**src/rtl/alu_pkg.sv**
```systemverilog
// Shared definitions for the sequential ALU: op encodings, FSM states, flag bundle
// and the width of the iteration counter.
package alu_pkg;

    localparam logic [2:0] OP_ADD    = 3'b000;
    localparam logic [2:0] OP_SUB    = 3'b001;
    localparam logic [2:0] OP_AND    = 3'b010;
    localparam logic [2:0] OP_OR     = 3'b011;
    localparam logic [2:0] OP_SHL    = 3'b100;
    localparam logic [2:0] OP_SHR    = 3'b101;
    localparam logic [2:0] OP_CONCAT = 3'b110;
    localparam logic [2:0] OP_MUL    = 3'b111;

    typedef enum logic [1:0] {
        IDLE  = 2'd0,
        SHIFT = 2'd1,
        MUL   = 2'd2,
        DONE  = 2'd3
    } alu_state_e;

    typedef struct packed {
        logic carry;
        logic zero;
        logic negative;
        logic overflow;
    } alu_flags_t;

    // One extra bit so the counter can hold WIDTH itself (mul iteration count).
    function automatic int shcnt_width(input int width);
        return $clog2(width) + 1;
    endfunction

endpackage

```
**src/rtl/alu_seq_core.sv**
```systemverilog
// Combinational single-cycle ALU ops (add, sub, and, or, concat) with carry/overflow.
// Op 111 evaluates as add; the top only uses it when the multiplier is not built.
module alu_seq_core
    import alu_pkg::*;
#(
    parameter int WIDTH    = 16,
    parameter int IMM_BITS = 9
) (
    input  logic [2:0]       op,
    input  logic [WIDTH-1:0] x,
    input  logic [WIDTH-1:0] y,
    output logic [WIDTH-1:0] result,
    output logic             carry,
    output logic             overflow
);

    logic [WIDTH:0]   sum;
    logic [WIDTH:0]   diff;
    logic [WIDTH-1:0] imm_mask;

    assign sum      = {1'b0, x} + {1'b0, y};
    // Top bit of the widened difference is the unsigned borrow (x < y).
    assign diff     = {1'b0, x} - {1'b0, y};
    assign imm_mask = {{(WIDTH-IMM_BITS){1'b0}}, {IMM_BITS{1'b1}}};

    always_comb begin
        result   = '0;
        carry    = 1'b0;
        overflow = 1'b0;
        case (op)
            OP_SUB: begin
                result   = diff[WIDTH-1:0];
                carry    = diff[WIDTH];
                overflow = (x[WIDTH-1] != y[WIDTH-1]) && (diff[WIDTH-1] != x[WIDTH-1]);
            end
            OP_AND:    result = x & y;
            OP_OR:     result = x | y;
            OP_CONCAT: result = (x << IMM_BITS) | (y & imm_mask);
            OP_SHL, OP_SHR: result = '0;
            default: begin
                result   = sum[WIDTH-1:0];
                carry    = sum[WIDTH];
                overflow = (x[WIDTH-1] == y[WIDTH-1]) && (sum[WIDTH-1] != x[WIDTH-1]);
            end
        endcase
    end

endmodule

```
**src/rtl/alu_seq.sv**
```systemverilog
// Multi-cycle ALU with valid/ready on both sides: single-cycle ops, bit-serial shifts
// and, when ALU_MUL_EN is defined, a shift-add multiplier sharing one output register.
module alu_seq
    import alu_pkg::*;
#(
    parameter int WIDTH    = 16,
    parameter int IMM_BITS = 9
) (
    input  logic             clk,
    input  logic             reset,
    input  logic             in_valid,
    output logic             in_ready,
    input  logic [2:0]       op,
    input  logic [WIDTH-1:0] x,
    input  logic [WIDTH-1:0] y,
    output logic             out_valid,
    input  logic             out_ready,
    output logic [WIDTH-1:0] result,
    output logic             carry,
    output logic             zero,
    output logic             negative,
    output logic             overflow,
    output logic             busy
);

    localparam int               CW      = shcnt_width(WIDTH);
    localparam logic [CW-1:0]    CNT_ONE = CW'(1);
    localparam logic [CW-1:0]    CNT_MUL = CW'(WIDTH);
    localparam logic [WIDTH-1:0] SAT_Y   = WIDTH'(WIDTH - 1);

    alu_state_e       state, next_state, launch_state;
    logic             accept, is_shift, is_mul, sat;
    logic [CW-1:0]    cnt, s_init;
    logic [WIDTH-1:0] sh_val, sh_next;
    logic             sh_left, sh_out;
    logic [WIDTH-1:0] core_res;
    logic             core_carry, core_ovf;
    logic             load_res, carry_d, ovf_d;
    logic [WIDTH-1:0] res_d, result_q;
    alu_flags_t       flags_q;

    alu_seq_core #(
        .WIDTH    (WIDTH),
        .IMM_BITS (IMM_BITS)
    ) u_core (
        .op       (op),
        .x        (x),
        .y        (y),
        .result   (core_res),
        .carry    (core_carry),
        .overflow (core_ovf)
    );

    assign in_ready  = !reset && (state == IDLE || (state == DONE && out_ready));
    assign accept    = in_valid && in_ready;
    assign out_valid = (state == DONE);
    assign busy      = (state != IDLE);

    assign is_shift = (op == OP_SHL) || (op == OP_SHR);
    // y >= WIDTH-1 means s = y+1 >= WIDTH: everything is shifted out.
    assign sat      = (y >= SAT_Y);
    assign s_init   = y[CW-1:0] + CNT_ONE;

    assign sh_next = sh_left ? {sh_val[WIDTH-2:0], 1'b0} : {1'b0, sh_val[WIDTH-1:1]};
    assign sh_out  = sh_left ? sh_val[WIDTH-1] : sh_val[0];

`ifdef ALU_MUL_EN
    logic [2*WIDTH-1:0] acc, acc_next;
    logic [WIDTH-1:0]   mcand;
    logic [WIDTH:0]     part;

    // Low half holds the remaining multiplier bits; add into the high half, shift right.
    assign is_mul   = (op == OP_MUL);
    assign part     = {1'b0, acc[2*WIDTH-1:WIDTH]} + {1'b0, {WIDTH{acc[0]}} & mcand};
    assign acc_next = {part, acc[WIDTH-1:1]};

    always_ff @(posedge clk) begin
        if (reset) begin
            acc   <= '0;
            mcand <= '0;
        end else if (accept && is_mul) begin
            acc   <= {{WIDTH{1'b0}}, y};
            mcand <= x;
        end else if (state == MUL) begin
            acc   <= acc_next;
        end
    end
`else
    assign is_mul = 1'b0;
`endif

    always_ff @(posedge clk) begin
        if (reset) begin
            state <= IDLE;
        end else begin
            state <= next_state;
        end
    end

    always_comb begin
        launch_state = DONE;
        if (is_shift && !sat) begin
            launch_state = SHIFT;
        end else if (is_mul) begin
            launch_state = MUL;
        end
        next_state = state;
        case (state)
            IDLE:       if (accept) next_state = launch_state;
            SHIFT, MUL: if (cnt == CNT_ONE) next_state = DONE;
            DONE:       if (out_ready) next_state = accept ? launch_state : IDLE;
            default:    next_state = IDLE;
        endcase
    end

    always_comb begin
        load_res = 1'b0;
        res_d    = core_res;
        carry_d  = core_carry;
        ovf_d    = core_ovf;
        if (accept) begin
            if (is_shift) begin
                if (sat) begin
                    load_res = 1'b1;
                    res_d    = '0;
                    carry_d  = 1'b0;
                    ovf_d    = 1'b0;
                end
            end else if (!is_mul) begin
                load_res = 1'b1;
            end
        end else if (state == SHIFT && cnt == CNT_ONE) begin
            load_res = 1'b1;
            res_d    = sh_next;
            carry_d  = sh_out;
            ovf_d    = 1'b0;
        end
`ifdef ALU_MUL_EN
        else if (state == MUL && cnt == CNT_ONE) begin
            load_res = 1'b1;
            res_d    = acc_next[WIDTH-1:0];
            carry_d  = |acc_next[2*WIDTH-1:WIDTH];
            ovf_d    = 1'b0;
        end
`endif
    end

    always_ff @(posedge clk) begin
        if (reset) begin
            cnt     <= '0;
            sh_val  <= '0;
            sh_left <= 1'b0;
        end else if (accept) begin
            cnt     <= is_mul ? CNT_MUL : s_init;
            sh_val  <= x;
            sh_left <= (op == OP_SHL);
        end else if (state == SHIFT || state == MUL) begin
            cnt     <= cnt - CNT_ONE;
            sh_val  <= sh_next;
        end
    end

    // Output register only moves on a load, so it holds steady under back-pressure.
    always_ff @(posedge clk) begin
        if (reset) begin
            result_q <= '0;
            flags_q  <= '0;
        end else if (load_res) begin
            result_q          <= res_d;
            flags_q.carry     <= carry_d;
            flags_q.zero      <= (res_d == '0);
            flags_q.negative  <= res_d[WIDTH-1];
            flags_q.overflow  <= ovf_d;
        end
    end

    assign result   = result_q;
    assign carry    = flags_q.carry;
    assign zero     = flags_q.zero;
    assign negative = flags_q.negative;
    assign overflow = flags_q.overflow;

endmodule

```
**config.mk**
```make
export PLATFORM = sky130hd
export DESIGN_NAME = alu_seq
export DESIGN_NICKNAME = d
export VERILOG_FILES = /design/src/rtl/alu_pkg.sv /design/src/rtl/alu_seq_core.sv /design/src/rtl/alu_seq.sv
export SDC_FILE = /design/constraint.sdc
export NUM_CORES = 1
export LEC_CHECK = 0
export CORE_MARGIN = 8
export CORE_UTILIZATION = 58
export CTS_BUF_LIST = sky130_fd_sc_hd__clkbuf_16
export DETAILED_ROUTE_END_ITERATION = 16
export GPL_ROUTABILITY_DRIVEN = 0
export PLACE_DENSITY = 0.94
export REMOVE_ABC_BUFFERS = 1
export SLEW_MARGIN = 20
export SYNTH_ARGS = -nofsm -noshare
export SYNTH_HDL_FRONTEND = slang
export SYNTH_HIERARCHICAL = 1
export SYNTH_SLANG_ARGS = --single-unit
```
**constraint.sdc**
```tcl
create_clock -name clk -period 4.5 [get_ports clk]
set_input_delay 0.9 -clock clk [delete_from_list [all_inputs] [get_ports clk]]
set_output_delay 0.9 -clock clk [all_outputs]
set_load 0.005 [all_outputs]
```
==> impl_metrics.toml <==
[global_route]
global_route.usage.total_pct = 27.8
grt_max_degree = 36
number_of_antenna_violations_at_the_first_check_in_global_routing = 0
first_pass_grt_wire_length_mm = 27.2
grt_remaining_overflow = 0
vias_in_the_first_global_route = 5659

[status]
status = "complete, no violations"

[setup_path]
worst_path_slowest_cell = "or4_1"
path_buf_inv = 4
critical_path_peak_fanout = 2
critical-path-top-delay-family = "compound AO/OA/AOI/OAI gates"
critPathMaxStageDelay_ns = 0.51
r2r_slack_ns = 2.05
endpoint_kind = "register"
timing_worst_setup_path_type = "primary input to register"
crit_path_cell_trace = "clkdlybuf4s50_1, inv_1, ha_1, inv_1, fa_1, nor3b_1, o311ai_1, buf_4, a31oi_1, o211ai_1, o2111a_1, a21oi_1, or4_1, nor3_1, nand4_1, o31a_1, o31ai_2"
critical_path.most_common_cell = "inv_1"
timing.critical_path.required_ns = 4.70
arrival_ns = 4.59
start_kind = "primary input"

[routing]
drc = 0
wl_per_cell_um = 19.3
drt_first_pass_iters = 6
dr_total_vias = 5770
antenna_violating_nets_post_route = 0
routed_via_density = 6.65
routed_wirelength_mm = 16.7
dr.first_iter.drc_count = 795

[sta]
fin_worst_skew_ns = 0.00635
finalWorstPathRequiredPeriod_ns = 4.39
tightest_slew_ns = 1.06
rsz0062_at_grt = "no"
post-route-period-util_pct = 97.6
fin_hold_ws_ns = 0.469
timing.max_slew.rel_slack_pct = 29.5
finalHoldViolations = 0
report.final.slew_viol_count = 0
clock.fmax_mhz = 228
total_of_endpoints_with_negative_setup_slack_in_the_final_report = 0

[power_and_ir_drop]
power_density_nw_per_um2 = 330
cell_internal_pwr_mw = 1.16
total_switching_power_mw = 0.868
max-vdd-ir-drop_mv = 0.194
seqPwrFrac_pct = 28.4
switching_share_pct = 42.9
leakage_nw = 2.62
power_frac_clock_pct = 16.8
power_frac_comb_pct = 54.8

[yosys]
synth_top_area_share_pct = 17.0
synth_fa_ha_area_share_pct = 14.6
synth-main-ff-cell = "dfxtp_1"
syn_area_per_cell_sq_um = 7.46
synth.ff_latch_count = 43
yosys-top-cells-area = "dfxtp_1 (17%), ha_1 (14%), nand2_1 (5.4%)"
synth.cell_area_sq_um = 5080
unique_cell_type_count_in_the_yosys_netlist = 85
yosys.area.top_type = "dfxtp_1"
area_share_of_and_or_nand_nor_cells_after_synthesis_pct = 22.8
synth_compound_area_share_pct = 30.1
synth-edff-count = 0
netlist_instances = 680
async_flop_share_pct = 0
synth_xor_xnor_area_share_pct = 1.55
synth_top_family_by_area = "compound AO/OA/AOI/OAI gates"
synthMuxAreaShare_pct = 5.20
seq_area_frac_synth_pct = 17.0
ys_warn_count = 6

[floorplanning]
core-area_sq_um = 8590
row_count = 34
die_w_um = 110
floorplan.initialDensity_pct = 59.1
die_extent_in_y_um = 110
floorplan.die_area_sq_um = 12000
top_level_ports = 62

[layout]
post_layout_nonfiller_instances = 868
antenna_cells = 0
nNetsFinal = 856
area_growth_pct = 20.8
fillers = 637
post_route_cells_drive_above_1_share_pct = 11.8

[clock_tree]
tritoncts_clock_tree = "built"
ctsHtreeMaxLevel = 2
clock_sink_count = 43
cts_inserted_buffers = 5
clockRootBuffer = "clkbuf_16"
worst_path_clk_slew_ns = 0.06
worst_skew_pair.late_latency_ns = 0.28
cts_hold_buf = 0
buffer_depth_of_the_longest_clock_path = 2

[place]
place.detailed.hpwl_mm = 12.9
place.detailed.instances = 860
numPortBuffers = 61

[min_path]
min-delay-path-class = "register to register"

[run]
maxCapViolations = 0
logic make-up after synthesis:
| kind of cell | Yosys count |
|---|---|
| buffers and inverters | 99 |
| muxes | 25 |
| adders and majority gates | 58 |
| xor gates and xnor gates | 9 |
| and+or+nand+nor | 232 |
| AOI/OAI and AO/OA | 214 |
| DFF | 43 |
cells in the mapped netlist, types with 12 or more instances:
cell,instances
nand2_1,73
nor2_1,58
ha_1,56
inv_1,55
a21oi_1,54
dfxtp_1,43
o21ai_0,38
mux2i_1,23
o211ai_1,21
nor3_1,20
clkbuf_1,19
buf_2,12
power groups by stage:
stage / logic (mW) / clock network [mW] / registers (mW)
final: 1.11 / 0.340 / 0.574
after global routing: 1.21 / 0.355 / 0.582
after CTS: 1.08 / 0.341 / 0.569
after detailed placement: 1.06 / 0 / 0.576
after global placement: 1.01 / 0 / 0.568
after floorplan: 0.692 / 0 / 0.551
registers in the layout (all words and copies together), names as in the netlist:
name,cells
result,16
sh_val,16
cnt,5
state,2
carry,1
overflow,1
sh_left,1
zero,1
through the flow:
step	utilization, %	power, mW	area, sq um	TNS, ns	worst slack [ns]
2_1_floorplan	-	1.24	4830	0	0.635
3_3_place_gp	69.7	1.58	5990	-0.104	-0.104
3_5_place_dp	69.7	1.64	5990	-0.152	-0.152
4_1_cts	71.3	1.99	6130	0	0.0825
5_1_grt	71.4	2.15	6130	0	0.0135
6_report	71.4	2.02	6130	0	0.108
area by class of cell:
type	instances	area (sq um)	share of cell area (%)
clock buffer	5	125	2.04
inverter	55	206	3.37
multi-input combinational	538	3770	61.5
sequential	43	861	14.0
timing repair buffer	116	1020	16.7
tap	108	135	2.20
clock inverter	3	12.5	0.204
layout by cell type, fill, tap and decap left out, types with 3 or more instances in the layout:
master and count:
a31oi_1 7, xor2_1 3, mux2i_1 23, ha_1 55, nor2b_1 11, buf_4 55, nor4_1 11, or3_1 3
nor2_1 58, clkbuf_16 5, o21ai_0 38, nand2b_1 10, dfxtp_1 43, nand4_1 5, o21bai_1 3, xnor2_1 6
o2bb2ai_1 11, nor3_1 20, and3_1 4, nand2_1 73, nor3b_1 5, inv_1 57, a21o_1 5, o2bb2ai_2 3
a21oi_1 54, nand3_1 9, o221ai_1 5, o211ai_1 21, clkdlybuf4s50_1 61, a211oi_1 10, a22o_1 8, and2_1 7
a221o_1 7
worst reg2reg max path, cell delays in order (launching register included):
cell and delay, ns:
dfxtp_1 0.39, inv_1 0.09, ha_2 0.20, a21oi_2 0.33
nand2b_2 0.59, o21ai_2 0.12, nand2b_1 0.46, o2bb2ai_1 0.13
timing repair:
item / CTS / global route
gates resized for setup: 0 / 1
buffers inserted: 0 / 0
setup endpoints to repair: 0 / 1
layer usage:
layer  part of all wire [%]  global-route usage [%]  vias to the layer above
li1                       -                       -                     2601
met1                     38                    33.4                     2577
met2                     45                    44.7                      463
met3                     11                    6.15                      129
met4                    6.5                    16.5                        0
met5                      0                       0                        -
path summary, 6_finish.rpt:
check             cells after the start                      end                     from
setup / recovery                     17        zero$_SDFFE_PP0P_                     x[0]
hold / removal                        1  result[12]$_SDFFE_PP0P_  result[12]$_SDFFE_PP0P_
setup reg to reg                      7  result[10]$_SDFFE_PP0P_    state[0]$_SDFFE_PP0P_
hold reg to reg                       1  result[12]$_SDFFE_PP0P_  result[12]$_SDFFE_PP0P_
No activity file was read; power rests on OpenSTA's default activity.
